`config.mk`:
```
export PLATFORM = sky130hd
export DESIGN_NAME = shift_issue_stage_flat
export DESIGN_NICKNAME = d
export VERILOG_FILES = /design/src/rtl/shift_pkg.sv /design/src/rtl/shift_issue_stage_if.sv /design/src/rtl/shift_amt_norm.sv /design/src/rtl/shift_issue_stage.sv /design/src/flat_wrapper.sv
export SDC_FILE = /design/constraint.sdc
export NUM_CORES = 1
export LEC_CHECK = 0
export BUFFER_PORTS_ARGS = -buffer_cell sky130_fd_sc_hd__buf_2
export CAP_MARGIN = 30
export CORE_ASPECT_RATIO = 1.4
export CORE_MARGIN = 2
export CORE_UTILIZATION = 30
export DETAILED_ROUTE_END_ITERATION = 10
export HOLD_SLACK_MARGIN = 0.05
export PLACE_DENSITY = 0.59
export SETUP_SLACK_MARGIN = 0.1
export SYNTH_ARGS = -nofsm -noshare
export SYNTH_HDL_FRONTEND = slang
export SYNTH_SLANG_ARGS = --single-unit
```
`constraint.sdc`:
```
create_clock -name clk -period 2.2 [get_ports clk]
set_clock_uncertainty 0.2 [all_clocks]
set_input_delay 0.44 -clock clk [delete_from_list [all_inputs] [get_ports clk]]
set_output_delay 0.44 -clock clk [all_outputs]
set_load 0.005 [all_outputs]
```
`src/rtl/shift_pkg.sv`:
```
// rtl/shift_pkg.sv - shared shift codes, amount limit and entry field widths
// Purpose: constants shared by the issue stage, its amount normaliser and the
// surrounding datapath. No ports.
package shift_pkg;

  localparam logic [2:0] SH_ROL = 3'b000;
  localparam logic [2:0] SH_ROR = 3'b001;
  localparam logic [2:0] SH_ASR = 3'b010;
  localparam logic [2:0] SH_LSL = 3'b011;
  localparam logic [2:0] SH_LSR = 3'b100;

  // Largest amount the shifter accepts for the non-rotating codes.
  localparam logic [4:0] SH_MAX_AMT = 5'd8;

  // Entry layout widths.
  localparam int DATA_W = 8;
  localparam int RAW_W  = 8;
  localparam int IMM_W  = 5;
  localparam int AMT_W  = 5;
  localparam int TYPE_W = 3;

endpackage

```
`src/rtl/shift_issue_stage_if.sv`:
```
// rtl/shift_issue_stage_if.sv - request and shifter-side handshake bundle
// Purpose: groups the upstream request channel (req_*) and the downstream
// shifter channel (sh_*) of the issue stage.
// Modports:
//   slave  - the issue stage: takes req_*, drives req_ready, drives sh_*, takes sh_ready
//   master - the environment: drives req_*, takes req_ready, takes sh_*, drives sh_ready
interface shift_issue_stage_if #(parameter int TAG_W = 3);
  import shift_pkg::*;

  logic                req_valid;
  logic                req_ready;
  logic [DATA_W-1:0]   req_data;
  logic [TYPE_W-1:0]   req_type;
  logic                req_amt_sel;
  logic [IMM_W-1:0]    req_amt_imm;
  logic [RAW_W-1:0]    req_amt_reg;
  logic [TAG_W-1:0]    req_tag;

  logic                sh_valid;
  logic                sh_ready;
  logic [DATA_W-1:0]   sh_in;
  logic [AMT_W-1:0]    sh_amount;
  logic [TYPE_W-1:0]   sh_type;
  logic [TAG_W-1:0]    sh_tag;

  modport slave (
    input  req_valid, req_data, req_type, req_amt_sel, req_amt_imm, req_amt_reg, req_tag,
    output req_ready,
    output sh_valid, sh_in, sh_amount, sh_type, sh_tag,
    input  sh_ready
  );

  modport master (
    output req_valid, req_data, req_type, req_amt_sel, req_amt_imm, req_amt_reg, req_tag,
    input  req_ready,
    input  sh_valid, sh_in, sh_amount, sh_type, sh_tag,
    output sh_ready
  );

endinterface

```
`src/rtl/shift_amt_norm.sv`:
```
// rtl/shift_amt_norm.sv - maps a raw 8-bit shift amount to the shifter's 5-bit amount
// Purpose: rotates keep raw mod 8, arithmetic/logical shifts saturate at 8,
// unknown codes get amount 0.
// Ports:
//   raw_i  in  8  raw amount (immediate zero-extended or register value)
//   type_i in  3  shift code
//   amt_o  out 5  normalised amount
module shift_amt_norm
  import shift_pkg::*;
(
  input  logic [RAW_W-1:0]  raw_i,
  input  logic [TYPE_W-1:0] type_i,
  output logic [AMT_W-1:0]  amt_o
);

  always_comb begin
    amt_o = '0;
    case (type_i)
      SH_ROL, SH_ROR:         amt_o = {2'b00, raw_i[2:0]};
      SH_ASR, SH_LSL, SH_LSR: amt_o = (raw_i > RAW_W'(SH_MAX_AMT)) ? SH_MAX_AMT
                                                                   : raw_i[AMT_W-1:0];
      default:                amt_o = '0;
    endcase
  end

endmodule

```
`src/rtl/shift_issue_stage.sv`:
```
// rtl/shift_issue_stage.sv - buffers normalised shift requests ahead of the rotate/shift unit
// Purpose: accepts decoded shift requests, normalises the amount, holds up to
// DEPTH requests in a circular buffer and presents the head to the shifter.
// Ports:
//   clk   in   1              rising-edge clock
//   reset in   1              asynchronous active-high reset
//   flush in   1              synchronous discard of all buffered requests
//   bus   slave               req_* request channel and sh_* shifter channel
//   count out  $clog2(DEPTH)+1 occupancy
module shift_issue_stage
  import shift_pkg::*;
#(
  parameter int DEPTH = 2,
  parameter int TAG_W = 3
) (
  input  logic                   clk,
  input  logic                   reset,
  input  logic                   flush,
  shift_issue_stage_if.slave     bus,
  output logic [$clog2(DEPTH):0] count
);

  localparam int PTR_W = $clog2(DEPTH);
  localparam int CNT_W = PTR_W + 1;

  logic [DATA_W-1:0] data_q [DEPTH];
  logic [AMT_W-1:0]  amt_q  [DEPTH];
  logic [TYPE_W-1:0] type_q [DEPTH];
  logic [TAG_W-1:0]  tag_q  [DEPTH];

  logic [PTR_W-1:0]  wr_ptr_q, rd_ptr_q;
  logic [CNT_W-1:0]  count_q, count_d;
  logic              ready_q;

  // Last popped entry, shown on sh_* while the buffer is empty.
  logic [DATA_W-1:0] last_data_q;
  logic [AMT_W-1:0]  last_amt_q;
  logic [TYPE_W-1:0] last_type_q;
  logic [TAG_W-1:0]  last_tag_q;

  logic [RAW_W-1:0]  raw_amt;
  logic [AMT_W-1:0]  norm_amt;
  logic              head_valid, push, pop;

  assign raw_amt = bus.req_amt_sel ? bus.req_amt_reg
                                   : {{(RAW_W-IMM_W){1'b0}}, bus.req_amt_imm};

  shift_amt_norm u_norm (
    .raw_i  (raw_amt),
    .type_i (bus.req_type),
    .amt_o  (norm_amt)
  );

  assign head_valid = (count_q != '0);
  // ready_q is already low when full, so a same-cycle pop never frees a slot for a push.
  assign push = bus.req_valid & ready_q & ~flush;
  assign pop  = head_valid & bus.sh_ready & ~flush;

  always_comb begin
    count_d = count_q;
    if (flush)            count_d = '0;
    else if (push & ~pop) count_d = count_q + CNT_W'(1);
    else if (pop & ~push) count_d = count_q - CNT_W'(1);
  end

  always_ff @(posedge clk or posedge reset) begin
    if (reset) begin
      for (int i = 0; i < DEPTH; i++) begin
        data_q[i] <= '0;
        amt_q[i]  <= '0;
        type_q[i] <= '0;
        tag_q[i]  <= '0;
      end
      wr_ptr_q    <= '0;
      rd_ptr_q    <= '0;
      count_q     <= '0;
      ready_q     <= 1'b0;
      last_data_q <= '0;
      last_amt_q  <= '0;
      last_type_q <= '0;
      last_tag_q  <= '0;
    end else begin
      count_q <= count_d;
      ready_q <= (count_d < CNT_W'(DEPTH));
      if (flush) begin
        wr_ptr_q <= '0;
        rd_ptr_q <= '0;
      end else begin
        if (push) begin
          data_q[wr_ptr_q] <= bus.req_data;
          amt_q[wr_ptr_q]  <= norm_amt;
          type_q[wr_ptr_q] <= bus.req_type;
          tag_q[wr_ptr_q]  <= bus.req_tag;
          wr_ptr_q         <= wr_ptr_q + PTR_W'(1);
        end
        if (pop) begin
          last_data_q <= data_q[rd_ptr_q];
          last_amt_q  <= amt_q[rd_ptr_q];
          last_type_q <= type_q[rd_ptr_q];
          last_tag_q  <= tag_q[rd_ptr_q];
          rd_ptr_q    <= rd_ptr_q + PTR_W'(1);
        end
      end
    end
  end

  assign bus.req_ready = ready_q;
  assign bus.sh_valid  = head_valid;
  assign bus.sh_in     = head_valid ? data_q[rd_ptr_q] : last_data_q;
  assign bus.sh_amount = head_valid ? amt_q[rd_ptr_q]  : last_amt_q;
  assign bus.sh_type   = head_valid ? type_q[rd_ptr_q] : last_type_q;
  assign bus.sh_tag    = head_valid ? tag_q[rd_ptr_q]  : last_tag_q;
  assign count         = count_q;

endmodule

```
`src/flat_wrapper.sv`:
```
// flat-port wrapper written by rule: the top's interface ports become plain ports
module shift_issue_stage_flat import shift_pkg::*;
#(
  parameter int DEPTH = 2,
  parameter int TAG_W = 3
)
  (clk, reset, flush, count, bus_req_valid, bus_req_data, bus_req_type, bus_req_amt_sel, bus_req_amt_imm, bus_req_amt_reg, bus_req_tag, bus_req_ready, bus_sh_valid, bus_sh_in, bus_sh_amount, bus_sh_type, bus_sh_tag, bus_sh_ready);
  shift_issue_stage_if #(.TAG_W(TAG_W)) bus_i ();
  input  logic clk;
  input  logic reset;
  input  logic flush;
  output logic [$clog2(DEPTH):0] count;
  input wire logic [$bits(bus_i.req_valid)-1:0] bus_req_valid;
  input wire logic [$bits(bus_i.req_data)-1:0] bus_req_data;
  input wire logic [$bits(bus_i.req_type)-1:0] bus_req_type;
  input wire logic [$bits(bus_i.req_amt_sel)-1:0] bus_req_amt_sel;
  input wire logic [$bits(bus_i.req_amt_imm)-1:0] bus_req_amt_imm;
  input wire logic [$bits(bus_i.req_amt_reg)-1:0] bus_req_amt_reg;
  input wire logic [$bits(bus_i.req_tag)-1:0] bus_req_tag;
  output wire logic [$bits(bus_i.req_ready)-1:0] bus_req_ready;
  output wire logic [$bits(bus_i.sh_valid)-1:0] bus_sh_valid;
  output wire logic [$bits(bus_i.sh_in)-1:0] bus_sh_in;
  output wire logic [$bits(bus_i.sh_amount)-1:0] bus_sh_amount;
  output wire logic [$bits(bus_i.sh_type)-1:0] bus_sh_type;
  output wire logic [$bits(bus_i.sh_tag)-1:0] bus_sh_tag;
  input wire logic [$bits(bus_i.sh_ready)-1:0] bus_sh_ready;
  assign bus_i.req_valid = bus_req_valid;
  assign bus_i.req_data = bus_req_data;
  assign bus_i.req_type = bus_req_type;
  assign bus_i.req_amt_sel = bus_req_amt_sel;
  assign bus_i.req_amt_imm = bus_req_amt_imm;
  assign bus_i.req_amt_reg = bus_req_amt_reg;
  assign bus_i.req_tag = bus_req_tag;
  assign bus_req_ready = bus_i.req_ready;
  assign bus_sh_valid = bus_i.sh_valid;
  assign bus_sh_in = bus_i.sh_in;
  assign bus_sh_amount = bus_i.sh_amount;
  assign bus_sh_type = bus_i.sh_type;
  assign bus_sh_tag = bus_i.sh_tag;
  assign bus_i.sh_ready = bus_sh_ready;
  shift_issue_stage #(.DEPTH(DEPTH), .TAG_W(TAG_W)) u_core (.clk(clk), .reset(reset), .flush(flush), .bus(bus_i), .count(count));
endmodule
```
## After elaboration in Yosys (flattened, before gate mapping)

Index checks and enable logic that the tools add are counted.

- Shift operators: 0
- Multiply operators: 0
- Reductions and logical operators: 9
- Equal/unequal tests: 4
- Muxes and demuxes: 36
- Magnitude comparators: 5
- Divide/modulo/power cells: 0
- Add/sub/neg operators: 4
- Bitwise gates (word level): 11

Operator list:

| operator | number |
|---|---|
| $mux 8 | 6 |
| $mux 5 | 6 |
| $mux 3 | 9 |
| $bwmux 16 | 1 |
| $bwmux 6 | 2 |
| $bwmux 10 | 1 |
| $pmux 5 s2 | 1 |
| $demux 8 s1 | 1 |
| $gt 8x4->1 const B | 1 |
| $and 1x1->1 | 6 |
| $eq 3x2->1 const B | 2 |
| $mux 2 | 3 |
| $reduce_bool 2->1 | 3 |
| $demux 5 s1 | 1 |
| $ge 2x2->1 const B | 2 |
| $mux 1 | 4 |
| $not 1->2 | 2 |
| $reduce_and 2->1 | 2 |
| $demux 3 s1 | 1 |
| $eq 3x1->1 const B | 1 |
| $eq 3x3->1 const B | 1 |
| $logic_not 3->1 | 1 |
| $not 1->1 | 3 |
| $reduce_or 3->1 | 1 |
| 7 further kinds | 8 |

- Memories: 0
- Register bits: 62
- ROM bits: 0
- Latch bits: 0
- Logic and storage cells: 85
- Memory bits (writable): 0
- Bits of input ports: 33
- Output and inout bits: 23

## Depth between registers and ports, before layout

- Depth in word-level cells: 8
- Gate-level depth with buffers: 7
- Depth with buffers taken out: 5

## Hierarchy

Synthesis repeated with hierarchy kept, for this count alone.

- Cell total of the unflattened synthesis: 248
- Area, all modules: 3062.9 µm²

By module, submodules not included:

| module | times used | cells each | area each (µm²) | seq. area each (µm²) |
|---|---|---|---|---|
| shift_issue_stage | 1 | 232 | 2945.3 | 1551.5 |
| shift_amt_norm | 1 | 16 | 117.6 | 0.0 |

## Worst setup path before layout

No wires, ideal clock.

- Kind: register -> output
- Start: register u_core.count_q[1], in the netlist u_core.count[1]
- End: output bus_sh_amount[3]
- Path buffers: 2
- Data arrival time: 1.254 ns
- Setup slack: 0.306 ns
- Required time: 1.560 ns
- Cell stages (with the launch flop): 7
- Cells stage by stage: dfrtp_1 -> inv_1 -> ha_1 -> inv_1 -> buf_2 -> buf_1 -> a21oi_1

- Word-level cells in the longest chain between the ends: 2

RTL lines:

| element | RTL line | RTL |
|---|---|---|
| from (decl) | shift_issue_stage.sv:32 | `logic [CNT_W-1:0] count_q, count_d;` |
| from (signal assigned) | shift_issue_stage.sv:83 | `count_q <= count_d;` |
| $reduce_bool 2->1 | shift_issue_stage.sv:54 | `assign head_valid = (count_q != '0);` |
| $mux 5 | shift_issue_stage.sv:110 | `assign bus.sh_amount = head_valid ? amt_q[rd_ptr_q] : last_amt_q;` |
| to (decl) | flat_wrapper.sv:23 | `output wire logic [$bits(bus_i.sh_amount)-1:0] bus_sh_amount;` |

No other way between the ends.

## Worst setup path after layout

- Start: register u_core.rd_ptr_q
- End: output bus_sh_tag[0]

- Word-level cells in the longest chain between the ends: 5

RTL lines:

| element | RTL line | RTL |
|---|---|---|
| from (decl) | shift_issue_stage.sv:31 | `logic [PTR_W-1:0] wr_ptr_q, rd_ptr_q;` |
| from (signal assigned) | shift_issue_stage.sv:101 | `rd_ptr_q <= rd_ptr_q + PTR_W'(1);` |
| $not 1->2 (not written as such) | shift_issue_stage.sv:112 | `assign bus.sh_tag = head_valid ? tag_q[rd_ptr_q] : last_tag_q;` |
| $mux 3 (not written as such) (3 in a row) | shift_issue_stage.sv:112 |  |
| $mux 3 | shift_issue_stage.sv:112 |  |
| to (decl) | flat_wrapper.sv:25 | `output wire logic [$bits(bus_i.sh_tag)-1:0] bus_sh_tag;` |

No other way between the ends. The select of a mux whose other input is x is not followed.

==> flow_summary.toml <==
[run_status]
status = "finished, final reports clean"

[place]
cell_count_post_placement = 442
place.gp.congestion = 0.682
post-place-ws_ns = 0.232
port_buffers = 55
place_hpwl_um = 4370

[worst_setup_path]
arrival_ns = 1.49
worst_path_class_setup = "register to output port"
cp_slowest_cell = "sky130_fd_sc_hd__dfrtp_2"
cp_slowest_stage_delay_ns = 0.45
timing.critical_path.from_type = "register"
critical_path.cell_chain = "buf_4 -> mux2i_4 -> a21oi_4 -> buf_2"
worst_path_dominant_cell_family = "flip-flops"
path_max_fanout = 6
worstPathBufferInverterCount = 2
cp_data_required_time_ns = 1.56
end_kind = "output port"

[power_and_ir_drop]
max-vdd-ir-drop_mv = 0.472
power.static_leakage_nw = 1.79
power_density_nw_per_um2 = 1540

[synth]
synth_fp_nets = 293
asyncSetResetFlopFracSynth = 1.00
synthesis.yosys.warnings = 0
syn-cell-area_um2 = 2970
synth_edf_count = 0
postSynth.topFlopCell = "sky130_fd_sc_hd__dfrtp_1"
synth_cell_types = 39
synth_sequential_area_ratio = 0.522
total_of_flip_flops_plus_latches_after_synthesis = 62
post_synth_inst_count = 259
postSynthAreaPerCell_um2 = 11.5

[floorplanning]
initial_cell_density_of_the_core = 0.304
die_width_um = 88.2
top_level_ports = 56
rows = 43
core_area_um2 = 9790
die_h_um = 122
fp.dieArea_um2 = 10700

[cts]
cts-root-buf = "sky130_fd_sc_hd__clkbuf_16"
clk_transition_reported_paths_ns = 0.05
cts.htree.levels = 3
cts_buffers = 9
clk_path_buf_depth = 2
clock_tree_from_tritoncts = "done"
clk-insertion-delay-late_ns = 0.32
number_of_sinks_driven_by_the_clock_tree = 62

[timing]
relative_slew_slack = 0.688
fin_crit_ns = 2.13
final_hold_viol_count = 0
post-route-period-util = 0.970
setup_violations = 0
setup_slack_ns = 0.0659
tns_ns = 0
report.final.slew_viol_count = 0
grt_setup_unrepaired = "yes"
fmax_ghz = 0.469
worst_hold_slack_ns = 0.153
slew_at_the_pin_closest_to_its_max_slew_limit_ns = 0.467

[run]
maxCapViolations = 0

[cells_and_area]
num-nets-final = 360
layout-drive-gt1-share = 0.523
nFillCells = 951
layout_common_cells = "sky130_fd_sc_hd__dfrtp_1 (61), sky130_fd_sc_hd__buf_2 (55), sky130_fd_sc_hd__nor2_1 (26)"
area.growth.synth_to_final_pct = 39.9
final_common_cell = "sky130_fd_sc_hd__dfrtp_1"
num_antenna_cells = 0
post_layout_utilization_of_the_core = 0.425
final_cells = 466

[grt]
grt_antenna_before_repair = 0
pin_count_of_the_biggest_net_entering_global_routing = 63
overflow = 0
number_of_global_route_vias_before_repair = 2173
grt_first_pass_wirelength_um = 10700
grt_usage = 0.131

[detailed_routing]
firstDrtPassIters = 4
via_count = 2189
antenna_violating_nets_post_route = 0
first_iter_violations = 77
remaining_drc_errors = 0
vias_per_cell = 4.70
route.final.wire_length_um = 6890
route.detailed.wl_per_inst_um = 14.8

[hold_path]
hp-class = "primary input to register"
-- sequential cells by signal (all words and copies together), names as in the netlist --
signal                count
u_core.last_amt_q         5
u_core.amt_q             10
u_core.bus.req_ready      1
u_core.last_type_q        3
u_core.tag_q              6
u_core.data_q            16
u_core.count              2
u_core.type_q             6
u_core.rd_ptr_q           1
u_core.wr_ptr_q           1
u_core.last_data_q        8
u_core.last_tag_q         3
-- layout make-up --
| type | instances | area [um^2] | area share |
|---|---|---|---|
| Clock buffer | 13 | 280 | 0.0673 |
| Clock inverter | 3 | 40.0 | 0.00962 |
| Inverter | 4 | 31.3 | 0.00752 |
| Multi-Input combinational cell | 177 | 1580 | 0.380 |
| Sequential cell | 62 | 1550 | 0.373 |
| Tap cell | 135 | 169 | 0.0406 |
| Timing Repair Buffer | 72 | 508 | 0.122 |
-- metrics by stage --
| stage | area (um^2) | power [mW] |
|---|---|---|
| after detailed placement | 3430 | 3.99 |
| after global placement | 3430 | 3.92 |
| after floorplan | 2980 | 3.25 |
| final | 4160 | 6.39 |
| after CTS | 3910 | 5.85 |
| after global routing | 4160 | 6.79 |
-- what timing repair did --
action / 4_1_cts / 5_1_grt
buffers inserted: 2 / 3
endpoints found under the setup margin: 19 / 19
hold endpoints to repair: 62 / 0
pin swaps: 2 / 1
hold buffers: 1 / 0
gates cloned: 1 / 1
resized for setup: 31 / 50
-- cells in the mapped netlist, types with 2 or more instances --
| cell type | count | area share |
|---|---|---|
| sky130_fd_sc_hd__a21oi_1 | 39 | 0.066 |
| sky130_fd_sc_hd__and2_1 | 2 | 0.0042 |
| sky130_fd_sc_hd__buf_2 | 8 | 0.013 |
| sky130_fd_sc_hd__buf_6 | 3 | 0.011 |
| sky130_fd_sc_hd__clkbuf_1 | 3 | 0.0038 |
| sky130_fd_sc_hd__dfrtp_1 | 62 | 0.52 |
| sky130_fd_sc_hd__inv_1 | 4 | 0.0050 |
| sky130_fd_sc_hd__mux2_1 | 5 | 0.019 |
| sky130_fd_sc_hd__mux2_2 | 16 | 0.061 |
| sky130_fd_sc_hd__mux2_4 | 10 | 0.050 |
| sky130_fd_sc_hd__mux2i_1 | 20 | 0.067 |
| sky130_fd_sc_hd__nand2_1 | 12 | 0.015 |
| sky130_fd_sc_hd__nor2_1 | 43 | 0.054 |
| sky130_fd_sc_hd__o31ai_1 | 2 | 0.0050 |
| sky130_fd_sc_hd__o41ai_1 | 6 | 0.018 |
-- metal layers --
metal	vias up	track usage	wire length, um
li1	1047	-	-
met5	-	0	0
met1	1090	0.169	2950
met3	7	0.0366	318
met4	0	0.0511	92
met2	45	0.208	3530
-- cell families after synthesis --
group / synth area share
AOI/OAI and AO/OA: 0.111
muxes: 0.197
buffers and inverters: 0.0374
DFF: 0.522
xor gates and xnor gates: 0.0135
adders and majority gates: 0.00421
and+or+nand+nor: 0.114
-- worst register-to-register path, stage by stage, from the launching register on --
cell                      delay [ns]
sky130_fd_sc_hd__dfrtp_1        0.36
sky130_fd_sc_hd__inv_2          0.06
sky130_fd_sc_hd__ha_4           0.18
sky130_fd_sc_hd__buf_4          0.14
sky130_fd_sc_hd__or3b_1         0.38
sky130_fd_sc_hd__o211a_1        0.15
sky130_fd_sc_hd__a311o_1        0.32
-- final timing paths --
kind	from	endpoint	slack, ns	depth (start not counted)
max reg2reg	u_core.count[1]	u_core.bus.req_ready	0.30	6
max	u_core.rd_ptr_q	bus_sh_tag[0]	0.07	4
max in group asynchronous	reset	u_core.rd_ptr_q	0.97	4
min	bus_req_data[2]	u_core.data_q[2]	0.15	2
min in group asynchronous	reset	u_core.last_tag_q[1]	0.55	4
min reg2reg	u_core.amt_q[8]	u_core.amt_q[8]	0.28	2
-- report_power, final --
group	switching [mW]	total [mW]	internal, mW
logic	1.32	2.86	1.54
registers	0.398	2.05	1.65
clock network	0.481	1.48	0.995
(Power assumes the default switching activity.)
